--- src/rtl/ucie_ctl_phy_sb_cfg_bridge.sv ---
// PHY-side bridge between the RDI config channel and the sideband link.
// It has a credited TX FIFO toward the sideband, a credit-gated RX FIFO toward the adapter, sticky error flags and level reporting.
module ucie_ctl_phy_sb_cfg_bridge #(
  parameter int unsigned NC         = 32,
  parameter int unsigned TX_DEPTH   = 4,
  parameter int unsigned RX_DEPTH   = 4,
  parameter int unsigned RX_CRD_MAX = 8
) (
  input  logic                            i_clk,
  input  logic                            i_rst,
  input  logic                            i_rdi_lp_cfg_valid,
  input  logic [NC-1:0]                   i_rdi_lp_cfg,
  output logic                            o_rdi_pl_cfg_crd,
  output logic                            o_sb_data_valid,
  output logic [NC-1:0]                   o_data_sent_sb,
  input  logic                            i_sb_tx_ready,
  input  logic                            i_sb_data_valid,
  input  logic [NC-1:0]                   i_data_received_sb,
  input  logic                            i_rdi_lp_cfg_crd,
  output logic                            o_rdi_pl_cfg_vld,
  output logic [NC-1:0]                   o_rdi_pl_cfg,
  input  logic                            i_err_clr,
  output logic                            o_err_tx_ovf,
  output logic                            o_err_rx_ovf,
  output logic                            o_err_crd_ovf,
  output logic [$clog2(TX_DEPTH+1)-1:0]   o_tx_level,
  output logic [$clog2(RX_DEPTH+1)-1:0]   o_rx_level
);

  localparam int unsigned TAW = $clog2(TX_DEPTH);
  localparam int unsigned TLW = $clog2(TX_DEPTH + 1);
  localparam int unsigned RAW = $clog2(RX_DEPTH);
  localparam int unsigned RLW = $clog2(RX_DEPTH + 1);
  localparam int unsigned CW  = $clog2(RX_CRD_MAX + 1);

  logic [NC-1:0]  tx_mem [TX_DEPTH];
  logic [TAW-1:0] tx_wp, tx_rp;
  logic [TLW-1:0] tx_cnt;
  logic [TLW-1:0] tx_pend;
  logic [TLW:0]   tx_avail_c;
  logic           tx_full_c, tx_pop_c, tx_push_c;

  logic [NC-1:0]  rx_mem [RX_DEPTH];
  logic [RAW-1:0] rx_wp, rx_rp;
  logic [RLW-1:0] rx_cnt;
  logic [CW-1:0]  rx_crd;
  logic           rx_full_c, rx_push_c, rx_dlv_c, crd_at_max_c;
  logic           tx_ovf_set_c, rx_ovf_set_c, crd_ovf_set_c;

  // A pop frees its slot in the same cycle, so a push into a full FIFO is accepted when a pop happens alongside it.
  assign tx_full_c  = (tx_cnt == TLW'(TX_DEPTH));
  assign tx_pop_c   = (tx_cnt != '0) && i_sb_tx_ready;
  assign tx_push_c  = i_rdi_lp_cfg_valid && (!tx_full_c || tx_pop_c);
  assign tx_avail_c = {1'b0, tx_pend} + (TLW+1)'(tx_pop_c);

  assign rx_full_c    = (rx_cnt == RLW'(RX_DEPTH));
  assign rx_push_c    = i_sb_data_valid && !rx_full_c;
  assign rx_dlv_c     = (rx_cnt != '0) && (rx_crd != '0);
  assign crd_at_max_c = (rx_crd == CW'(RX_CRD_MAX));

  assign tx_ovf_set_c  = i_rdi_lp_cfg_valid && tx_full_c && !tx_pop_c;
  assign rx_ovf_set_c  = i_sb_data_valid && rx_full_c;
  assign crd_ovf_set_c = i_rdi_lp_cfg_crd && !rx_dlv_c && crd_at_max_c;

  assign o_sb_data_valid = (tx_cnt != '0);
  assign o_data_sent_sb  = tx_mem[tx_rp];
  assign o_tx_level      = tx_cnt;
  assign o_rx_level      = rx_cnt;

  // TX FIFO toward the sideband
  always_ff @(posedge i_clk) begin
    if (i_rst) begin
      tx_wp  <= '0;
      tx_rp  <= '0;
      tx_cnt <= '0;
      for (int i = 0; i < int'(TX_DEPTH); i++) tx_mem[i] <= '0;
    end else begin
      if (tx_push_c) begin
        tx_mem[tx_wp] <= i_rdi_lp_cfg;
        tx_wp         <= tx_wp + TAW'(1);
      end
      if (tx_pop_c) tx_rp <= tx_rp + TAW'(1);
      tx_cnt <= tx_cnt + TLW'(tx_push_c) - TLW'(tx_pop_c);
    end
  end

  // Credit return: a freed slot becomes a pulse on the next cycle, one pulse per cycle
  always_ff @(posedge i_clk) begin
    if (i_rst) begin
      tx_pend          <= TLW'(TX_DEPTH);
      o_rdi_pl_cfg_crd <= 1'b0;
    end else begin
      o_rdi_pl_cfg_crd <= (tx_avail_c != '0);
      tx_pend          <= (tx_avail_c == '0) ? '0 : TLW'(tx_avail_c - (TLW+1)'(1));
    end
  end

  // RX FIFO from the sideband, drained only against adapter credits
  always_ff @(posedge i_clk) begin
    if (i_rst) begin
      rx_wp            <= '0;
      rx_rp            <= '0;
      rx_cnt           <= '0;
      rx_crd           <= '0;
      o_rdi_pl_cfg_vld <= 1'b0;
      o_rdi_pl_cfg     <= '0;
      for (int i = 0; i < int'(RX_DEPTH); i++) rx_mem[i] <= '0;
    end else begin
      if (rx_push_c) begin
        rx_mem[rx_wp] <= i_data_received_sb;
        rx_wp         <= rx_wp + RAW'(1);
      end
      if (rx_dlv_c) begin
        rx_rp        <= rx_rp + RAW'(1);
        o_rdi_pl_cfg <= rx_mem[rx_rp];
      end
      o_rdi_pl_cfg_vld <= rx_dlv_c;
      rx_cnt <= rx_cnt + RLW'(rx_push_c) - RLW'(rx_dlv_c);
      if (i_rdi_lp_cfg_crd && !rx_dlv_c && !crd_at_max_c) rx_crd <= rx_crd + CW'(1);
      else if (rx_dlv_c && !i_rdi_lp_cfg_crd)             rx_crd <= rx_crd - CW'(1);
    end
  end

  // Sticky errors; a new event wins over a simultaneous clear
  always_ff @(posedge i_clk) begin
    if (i_rst) begin
      o_err_tx_ovf  <= 1'b0;
      o_err_rx_ovf  <= 1'b0;
      o_err_crd_ovf <= 1'b0;
    end else begin
      o_err_tx_ovf  <= tx_ovf_set_c  || (o_err_tx_ovf  && !i_err_clr);
      o_err_rx_ovf  <= rx_ovf_set_c  || (o_err_rx_ovf  && !i_err_clr);
      o_err_crd_ovf <= crd_ovf_set_c || (o_err_crd_ovf && !i_err_clr);
    end
  end

endmodule

--- config.mk ---
export PLATFORM = sky130hd
export DESIGN_NAME = ucie_ctl_phy_sb_cfg_bridge
export DESIGN_NICKNAME = d
export VERILOG_FILES = /design/src/rtl/ucie_ctl_phy_sb_cfg_bridge.sv
export SDC_FILE = /design/constraint.sdc
export NUM_CORES = 1
export LEC_CHECK = 0
export BUFFER_PORTS_ARGS = -buffer_cell sky130_fd_sc_hd__buf_2
export CAP_MARGIN = 20
export CORE_MARGIN = 2
export CORE_UTILIZATION = 44
export CTS_CLUSTER_SIZE = 28
export DETAILED_ROUTE_END_ITERATION = 12
export SLEW_MARGIN = 20
export SYNTH_ARGS = -nofsm -noshare
export SYNTH_HDL_FRONTEND = slang
export SYNTH_SLANG_ARGS = --single-unit
--- constraint.sdc ---
create_clock -name i_clk -period 3.75 [get_ports i_clk]
set_clock_uncertainty 0.15 [all_clocks]
set_input_delay 0.1875 -clock i_clk [delete_from_list [all_inputs] [get_ports i_clk]]
set_output_delay 0.1875 -clock i_clk [all_outputs]
set_load 0.01 [all_outputs]
# Yosys cells after proc, flatten, opt, wreduce, memory -nomap -nowiden
# Memory sizes are Yosys's and may differ from the RTL's. A register that Yosys moved wholly into a read port is not among the register bits.
# Cells that the tools add are included.
# totals
mem_bits_rw,256
n_memories,2
reg_bits,26
out_inout_bits,76
# classes
n_reduce_logical,34
n_addsub,12
eq_ne,3
muxes,19
# mem_list
memory,words,width,read_ports,rd_clocked_by_memory_dff,wr,line,source
rx_mem,4,32,1,1,4,43,logic [NC-1:0] rx_mem [RX_DEPTH];
tx_mem,4,32,1,1,4,36,logic [NC-1:0] tx_mem [TX_DEPTH];
# op_table
operator,count
two-way mux 32 bit,2
OR reduction 32 bit,2
logical AND 1 bit,14
two-way mux 1 bit,10
adder 2 x 1 -> 2 bit (second input constant),4
two-way mux 2 bit,4
two-way mux 4 bit,2
nonzero test 4 bit,2
logical NOT 1 bit,7
adder 3 x 1 -> 3 bit,2
equality test 3 bit (second input constant),2
nonzero test 3 bit,2
subtractor 3 x 1 -> 3 bit,2
adder 3 x 1 -> 4 bit,1
adder 4 x 1 -> 4 bit (second input constant),1
equality test 4 bit (second input constant),1
logical NOT 4 bit,1
logical OR 1 bit,4
subtractor 4 x 1 -> 4 bit (second input constant),1
two-way mux 3 bit,1
subtractor 3 x 1 -> 3 bit (second input constant),1
nonzero test 2 bit,1
OR reduction 2 bit,1

# Logic depth before layout (Yosys ltp)
# Gate-level depths: netlist of run 1.
# depth
depth_word,9
mapped_depth,12

# Least setup slack after synthesis of run 1
# No wires, ideal clock.
# synth_timing
path_type,reg2reg
from,reg rx_cnt[1] (netlist: o_rx_level[1])
to,"mem rx_mem[1][0], enable pin"
setup_slack_ps,815
required_time_ps,3172
arrival_time_ps,2357
path_stages_with_launch,4
cell_sequence,dfxtp_1 -> or3b_1 -> nand3_1 -> o21bai_1
# synth_rtl
element,line,source
start: declaration,45,logic [RLW-1:0] rx_cnt;
start signal: assignment,118,rx_cnt <= rx_cnt + RLW'(rx_push_c) - RLW'(rx_dlv_c);
end: declaration,43,

# Final worst setup path of run 1
# layout_timing
from,reg rx_crd[3]
to,reg rx_cnt[2] (netlist: o_rx_level[2])
# layout_between
elab_chain_cells,3
# layout_lines
element,line,source
start: declaration,46,logic [CW-1:0] rx_crd;
start signal: assignment,119,if (i_rdi_lp_cfg_crd && !rx_dlv_c && !crd_at_max_c) rx_crd <= rx_crd + CW'(1);
start signal: assignment,120,else if (rx_dlv_c && !i_rdi_lp_cfg_crd) rx_crd <= rx_crd - CW'(1);
nonzero test 4 bit,58,assign rx_dlv_c = (rx_cnt != '0) && (rx_crd != '0);
logical AND 1 bit,58,
subtractor 3 x 1 -> 3 bit,118,
# Every way passes these cells.
# A chain may end at the register's enable or synchronous reset.

==> results of run 1 <==
==> state kept, by name (all words and copies together) (netlist names), 2 cells and up, named ones only <==
signal,cells
rx_wp,2
tx_mem,128
o_tx_level,3
tx_wp,2
rx_rp,2
o_rdi_pl_cfg,32
o_rx_level,3
tx_rp,2
tx_pend,3
rx_crd,4
rx_mem,128
==> routing by layer <==
metal | vias up | track usage
li1 | 3881 | -
met1 | 4033 | 0.234
met2 | 197 | 0.325
met3 | 42 | 0.0322
met4 | 0 | 0.0498
met5 | - | 0
==> cell families after synthesis <==
family,synth area share
AND/OR/NAND/NOR,0.165
flip-flops,0.654
buffers and inverters,0.0257
multiplexers,0.108
AO/OA/AOI/OAI,0.0256
XOR/XNOR,0.00838
adder cells (fa/ha/maj),0.0136
==> stage by stage <==
stage	instances	setup WS [ns]	area [sq um]	utilization	total power, mW
2_1_floorplan	935	0.815	13600	-	6.51
3_3_place_gp	1430	0.790	14800	0.484	7.40
3_5_place_dp	1430	0.759	14800	0.484	7.45
4_1_cts	1561	0.751	16600	0.546	11.1
5_1_grt	1562	0.608	16600	0.546	11.5
6_report	1562	0.780	16600	0.546	11.0
==> Yosys cell counts, drive strengths merged, types with 2 or more instances <==
| cell type | n | area share |
|---|---|---|
| edfxtp | 256 | 0.57 |
| and2 | 130 | 0.060 |
| and3 | 128 | 0.059 |
| nand2 | 72 | 0.021 |
| mux4 | 64 | 0.11 |
| dfxtp | 60 | 0.088 |
| clkbuf | 48 | 0.013 |
| a21oi | 38 | 0.014 |
| nor2 | 25 | 0.0073 |
| buf | 19 | 0.0090 |
| inv | 12 | 0.0033 |
| ha | 10 | 0.0092 |
| nor2b | 10 | 0.0046 |
| xor2 | 7 | 0.0045 |
| nand3 | 6 | 0.0022 |
| xnor2 | 6 | 0.0039 |
| nor3 | 4 | 0.0015 |
| nor4 | 4 | 0.0028 |
| fa | 3 | 0.0044 |
| nand2b | 3 | 0.0014 |
| o21bai | 3 | 0.0017 |
| a211oi | 2 | 0.0011 |
| a21o | 2 | 0.0011 |
| a31o | 2 | 0.0013 |
| a41o | 2 | 0.0015 |
| mux2 | 2 | 0.0017 |
| or2 | 2 | 0.00092 |
| or3 | 2 | 0.00092 |
==> worst paths after layout <==
kind	depth (start not counted)	to	slack, ns
worst max-delay path	11	o_rx_level[2]	0.78
worst min-delay path	5	o_err_tx_ovf	0.05
worst max register to register	11	o_rx_level[2]	0.78
worst min register to register	2	o_rdi_pl_cfg[21]	0.30
==> critical path, cell delays in order (launching register included) <==
cell	delay (ns)
sky130_fd_sc_hd__dfxtp_1	0.36
sky130_fd_sc_hd__or4_4	0.59
sky130_fd_sc_hd__nand2_2	0.10
sky130_fd_sc_hd__inv_2	0.28
sky130_fd_sc_hd__ha_1	0.40
sky130_fd_sc_hd__inv_1	0.06
sky130_fd_sc_hd__ha_1	0.13
sky130_fd_sc_hd__inv_1	0.05
sky130_fd_sc_hd__fa_1	0.37
sky130_fd_sc_hd__xor2_1	0.16
sky130_fd_sc_hd__xnor2_1	0.13
sky130_fd_sc_hd__nor2_1	0.05
==> power by group through the flow <==
stage	registers [mW]	logic, mW	clock network [mW]
4_1_cts	4.68	2.77	3.66
5_1_grt	4.73	3.00	3.80
6_report	4.66	2.71	3.59
3_5_place_dp	4.75	2.70	0
2_1_floorplan	4.61	1.90	0
3_3_place_gp	4.73	2.67	0
==> cell type report <==
| cell class | instances | area (sq um) | share of cell area |
|---|---|---|---|
| inverters | 12 | 45.0 | 0.00271 |
| flip-flops and latches | 316 | 8890 | 0.534 |
| well taps | 396 | 495 | 0.0298 |
| clock inverters | 17 | 236 | 0.0142 |
| diodes | 1 | 2.50 | 0.000150 |
| multi-input cells | 540 | 4420 | 0.265 |
| repair buffers | 235 | 1600 | 0.0959 |
| clock buffers | 45 | 966 | 0.0580 |
==> results.json, run 1 <==
{
  "detailroute.via_count": 8153,
  "fill_cells": 2471,
  "timing.hold.worst.class": "in2reg",
  "synth_seq_area_share": 0.654,
  "met1_length_mm": 12.5,
  "cts_tree": "yes",
  "cts.sinks": 316,
  "tns_ns": 0,
  "antenna_violations_before_repair": 1,
  "cts_buffers": 35,
  "ioPinCount": 147,
  "vdd_drop_max_mv": 0.430,
  "layout_commonest_cell": "sky130_fd_sc_hd__edfxtp_1",
  "timing.final.setup_violations": 0,
  "final_layout_size_suffix_gt1_frac": 0.264,
  "post_cts_hold_buffer_count": 69,
  "cts_resized": 0,
  "layout_worst_path_cycle_share": 0.792,
  "cts-root-to-sink-buffers": 3,
  "power.clock.fraction": 0.327,
  "total_switching_power_mw": 3.17,
  "area_growth_pct": 22.5,
  "postSynthCellCount": 935,
  "synth_net_count": 1019,
  "grt.total_usage": 0.184,
  "drc": 0,
  "ant_nets": 0,
  "path_max_fanout": 36,
  "met2WireLength_mm": 15.0,
  "hpwl_mm": 16.9,
  "cts.repair_timing.setup_buffer_count": 0,
  "grt_overflow": 0,
  "leakage_nw": 6.83,
  "hold_ws_ns": 0.0537,
  "met3_length_mm": 1.33,
  "die_x_um": 180,
  "p_comb_frac": 0.247,
  "synth-async-reset-ratio": 0,
  "worst_pin_slew_ns": 1.01,
  "end_kind": "register",
  "dominantRegCellSynth": "sky130_fd_sc_hd__edfxtp_1",
  "floorplan.initialDensity": 0.445,
  "worstSetupPathType": "reg2reg",
  "internal_power_mw": 7.79,
  "syn_area_per_cell_sq_um": 14.5,
  "wire_per_inst_um": 18.8,
  "maximum_number_of_pins_on_one_net_before_global_route_repair": 97,
  "arrival_ns": 3.20,
  "synth_seq_cells": 316,
  "fmaxAchievable_ghz": 0.337,
  "clock_tree.root_cell": "sky130_fd_sc_hd__clkbuf_16",
  "synthesis.area_sq_um": 13600,
  "cts_max_level": 2,
  "hold_viol": 0,
  "drt_iter0_drcs": 327,
  "worstSetupStartpoint": "rx_crd[3]",
  "clk-insertion-delay-late_ns": 0.50,
  "grt_pass1_wl_mm": 47.1,
  "vias_per_cell": 5.22,
  "maxCapViolations": 0,
  "fp.dieArea_sq_um": 32300,
  "portBuffers": 146,
  "p_per_area_nw_per_um2": 658,
  "yosysWarnings": 0,
  "r2r_start": "rx_crd[3]",
  "gpl.final_weighted_congestion": 0.733,
  "setup.worst_path.start_class": "register",
  "die_h_um": 180,
  "top_signal_layer_used": "met4",
  "via_count_of_the_first_global_routing_pass": 8505,
  "run_status": "completed",
  "drt-pass1-iter-count": 4,
  "sequential_power_share": 0.425,
  "power_switching_share": 0.289,
  "drt-total-wl_mm": 29.4,
  "finalWorstPathRequiredPeriod_ns": 2.97,
  "hold_path.startpoint": "i_sb_tx_ready",
  "slew_headroom": 0.328,
  "mostFrequentLayoutCells": "256 x sky130_fd_sc_hd__edfxtp_1, 146 x sky130_fd_sc_hd__buf_2, 130 x sky130_fd_sc_hd__and2_1, 128 x sky130_fd_sc_hd__and3_1",
  "placeableCoreArea_sq_um": 30500,
  "grt_setup_unrepaired": "false",
  "required_ns": 3.98,
  "layout.nets": 1224,
  "path_clk_slew_ns": 0.06,
  "drv_slew": 0,
  "synthDistinctLibCells": 50,
  "rows": 64,
  "synth_edf_count": 256
}
No activity file was read; power rests on OpenSTA's default activity.
==> run 2, diff against run 1 <==
- ABC_AREA: unset -> 1
- PLACE_DENSITY: unset -> 0.65
- clock period: 3.75 -> 2.4 ns (I/O delays scaled with it)
==> run 2 against run 1 <==
Sequential share of layout area about the same. Sequential power up 55%. Synthesized area up 0.44%. Setup slack worse by 0.58 ns. Clock power up 38%. Critical path type is now reg2out. Largest cell class unchanged. Largest power group unchanged.
==> results.json, run 2 <==
{
  "finalPower_mw": 17.1,
  "internal_power_mw": 11.4,
  "synth_net_count": 1399,
  "cts_max_level": 2,
  "maxCapViolations": 0,
  "drt-pass1-iter-count": 5,
  "synthDistinctLibCells": 38,
  "reg2regPathDepth": 11,
  "vias_per_cell": 5.05,
  "timing.final.setup_violations": 0,
  "final-instance-count-excl-fill": 1952,
  "cts.sinks": 316,
  "end_kind": "output port",
  "vdd_drop_max_mv": 0.748,
  "cts-root-to-sink-buffers": 3,
  "cts_tree": "yes",
  "p_per_area_nw_per_um2": 1030,
  "timing.hold.worst.class": "reg2reg",
  "layout_top_registers": "rx_mem: 128 flops, tx_mem: 128 flops, o_rdi_pl_cfg: 32 flops",
  "number_of_stages_on_the_worst_hold_path": 2,
  "ant_nets": 0,
  "portBuffers": 146,
  "grt_overflow": 0,
  "worstSetupPathType": "reg2out",
  "die_x_um": 180,
  "path_clk_slew_ns": 0.06,
  "placeableCoreArea_sq_um": 30600,
  "synth-async-reset-ratio": 0,
  "cts.repair_timing.setup_buffer_count": 0,
  "grt.total_usage": 0.196,
  "die_h_um": 180,
  "synth_seq_cells": 316,
  "gpl.final_weighted_congestion": 0.776,
  "clk-insertion-delay-late_ns": 0.50,
  "worst_reg2reg_path_endpoint": "o_rx_level[2]",
  "antenna_violations_before_repair": 0,
  "layout_worst_path_cycle_share": 0.915,
  "floorplan.initialDensity": 0.446,
  "place.detailed.instances": 1816,
  "hold_viol": 0,
  "r2r_start": "o_rx_level[1]",
  "layout.nets": 1615,
  "clock_tree.root_cell": "sky130_fd_sc_hd__clkbuf_16",
  "arrival_ns": 1.93,
  "ioPinCount": 147,
  "grt_setup_unrepaired": "false",
  "run_status": "completed",
  "synthesis.area_sq_um": 13600,
  "hold_ws_ns": 0.317,
  "drc": 0,
  "synth_area_leader_cell": "sky130_fd_sc_hd__edfxtp_1",
  "cts_buffers": 36,
  "power_switching_share": 0.333,
  "wire_per_inst_um": 16.6,
  "power.clock.fraction": 0.291,
  "worst_hold_end": "tx_rp[1]",
  "via_count_of_the_first_global_routing_pass": 9840,
  "yosysMostFrequentCell": "sky130_fd_sc_hd__nor2_1",
  "hpwl_mm": 18.0,
  "synth_edf_count": 256,
  "postSynthCellCount": 1315,
  "worst_pin_slew_ns": 0.733,
  "fmaxAchievable_ghz": 0.455,
  "required_ns": 2.13,
  "leakage_nw": 6.76,
  "path_max_fanout": 32,
  "setup.worst_path.start_class": "register",
  "final_layout_size_suffix_gt1_frac": 0.181,
  "slew_headroom": 0.511,
  "total_switching_power_mw": 5.70,
  "reg2reg_setup_slack_ns": 0.25,
  "p_comb_frac": 0.288,
  "synth.top_cells.by_area": "sky130_fd_sc_hd__edfxtp_1 56%, sky130_fd_sc_hd__nor2_1 11%, sky130_fd_sc_hd__dfxtp_1 8.8%, sky130_fd_sc_hd__o21ai_0 6.0%, sky130_fd_sc_hd__inv_1 3.4%",
  "finalWorstPathRequiredPeriod_ns": 2.20,
  "syn_area_per_cell_sq_um": 10.4,
  "tns_ns": 0,
  "mostFrequentLayoutCells": "409 x sky130_fd_sc_hd__nor2_1, 256 x sky130_fd_sc_hd__edfxtp_1, 160 x sky130_fd_sc_hd__o21ai_0, 146 x sky130_fd_sc_hd__buf_2, 125 x sky130_fd_sc_hd__inv_1",
  "maximum_number_of_pins_on_one_net_before_global_route_repair": 66,
  "dominantRegCellSynth": "sky130_fd_sc_hd__edfxtp_1",
  "drt-total-wl_mm": 32.4,
  "synth_top_area_frac": 0.563,
  "drv_slew": 0,
  "hold_path.startpoint": "tx_rp[1]",
  "grt_pass1_wl_mm": 50.9,
  "sequential_power_share": 0.421,
  "fp.dieArea_sq_um": 32400,
  "yosysWarnings": 0,
  "area_growth_pct": 22.0,
  "yosys-top-cells-count": "409 x sky130_fd_sc_hd__nor2_1, 256 x sky130_fd_sc_hd__edfxtp_1, 164 x sky130_fd_sc_hd__o21ai_0, 125 x sky130_fd_sc_hd__inv_1",
  "rows": 64,
  "synth_seq_area_share": 0.651,
  "layout_commonest_cell": "sky130_fd_sc_hd__nor2_1",
  "detailroute.via_count": 9859,
  "drt_iter0_drcs": 656
}
-- run 2: cell types whose count changed after synthesis, sizes merged, moves of 7 or more --
cell,previous run,this run
nor2,25,442
inv,12,131
a31oi,0,33
mux4,64,0
a21oi,38,10
buf,19,33
o22ai,0,33
and3,128,1
nor2b,10,0
o21ai,1,170
and2,130,0
nand2,72,65
xor2,7,0
-- run 2: cells by family (layout without fill, tap and decap cells) --
| kind of cell | after synthesis | after routing | share of synthesized area |
|---|---|---|---|
| and+or+nand+nor | 522 | 522 | 0.167 |
| DFF | 316 | 316 | 0.651 |
| AOI/OAI and AO/OA | 251 | 251 | 0.0990 |
| buffers and inverters | 208 | 448 | 0.0656 |
| adders and majority gates | 13 | 13 | 0.0136 |
| xor gates and xnor gates | 5 | 5 | 0.00321 |
| other | 0 | 1 | 0 |
-- run 2: how the worst max path moves through the flow --
stage                         endpoint  cells after the start
floorplan                 rx_mem[3][0]                      4
global placement         o_rx_level[2]                     12
detailed placement       o_rx_level[2]                     11
CTS                 o_data_sent_sb[18]                      4
global route        o_data_sent_sb[18]                      5
finish              o_data_sent_sb[18]                      6
-- run 2: power by group through the flow --
stage / Combinational (mW) / Clock [mW] / Sequential (mW)
detailed placement: 4.85 / 0 / 7.31
global route: 5.52 / 5.29 / 7.29
CTS: 4.97 / 5.07 / 7.21
global placement: 4.76 / 0 / 7.29
finish: 4.93 / 4.97 / 7.21
floorplan: 3.16 / 0 / 7.36
-- run 2: metal layers --
layer,routed length (um),vias up,track usage
met2,16600,284,0.360
met4,659,0,0.0548
li1,-,4834,-
met5,0,-,0
met1,13100,4686,0.238
met3,2000,55,0.0315
-- run 2: area by class of cell --
class | count | area, sq um
multi-input combinational | 791 | 3940
sequential | 316 | 8890
antenna | 1 | 2.50
clock buffer | 49 | 960
inverter | 131 | 492
clock inverter | 13 | 101
timing repair buffer | 255 | 1780
fill | 2648 | 13900
tap | 396 | 495
-- run 2: metrics by stage --
stage	setup slack [ns]	instance area [sq um]	utilization
2_1_floorplan	-0.446	13700	-
3_3_place_gp	0.301	14900	0.486
3_5_place_dp	0.265	14900	0.486
4_1_cts	0.0987	16600	0.544
5_1_grt	0.0847	16700	0.544
6_report	0.204	16700	0.544
-- run 2: critical path, stage by stage, from the launching register on --
cell and delay [ns]:
sky130_fd_sc_hd__dfxtp_1 0.32, sky130_fd_sc_hd__buf_4 0.19, sky130_fd_sc_hd__inv_1 0.08, sky130_fd_sc_hd__buf_6 0.26, sky130_fd_sc_hd__o21ai_0 0.15, sky130_fd_sc_hd__o22ai_1 0.24, sky130_fd_sc_hd__buf_2 0.19
-- run 2: repair_timing --
item                                    CTS  global route
gates resized for setup                   0             2
hold buffers                             73             0
endpoints found under the setup margin    0             1
hold endpoints to repair                281             0
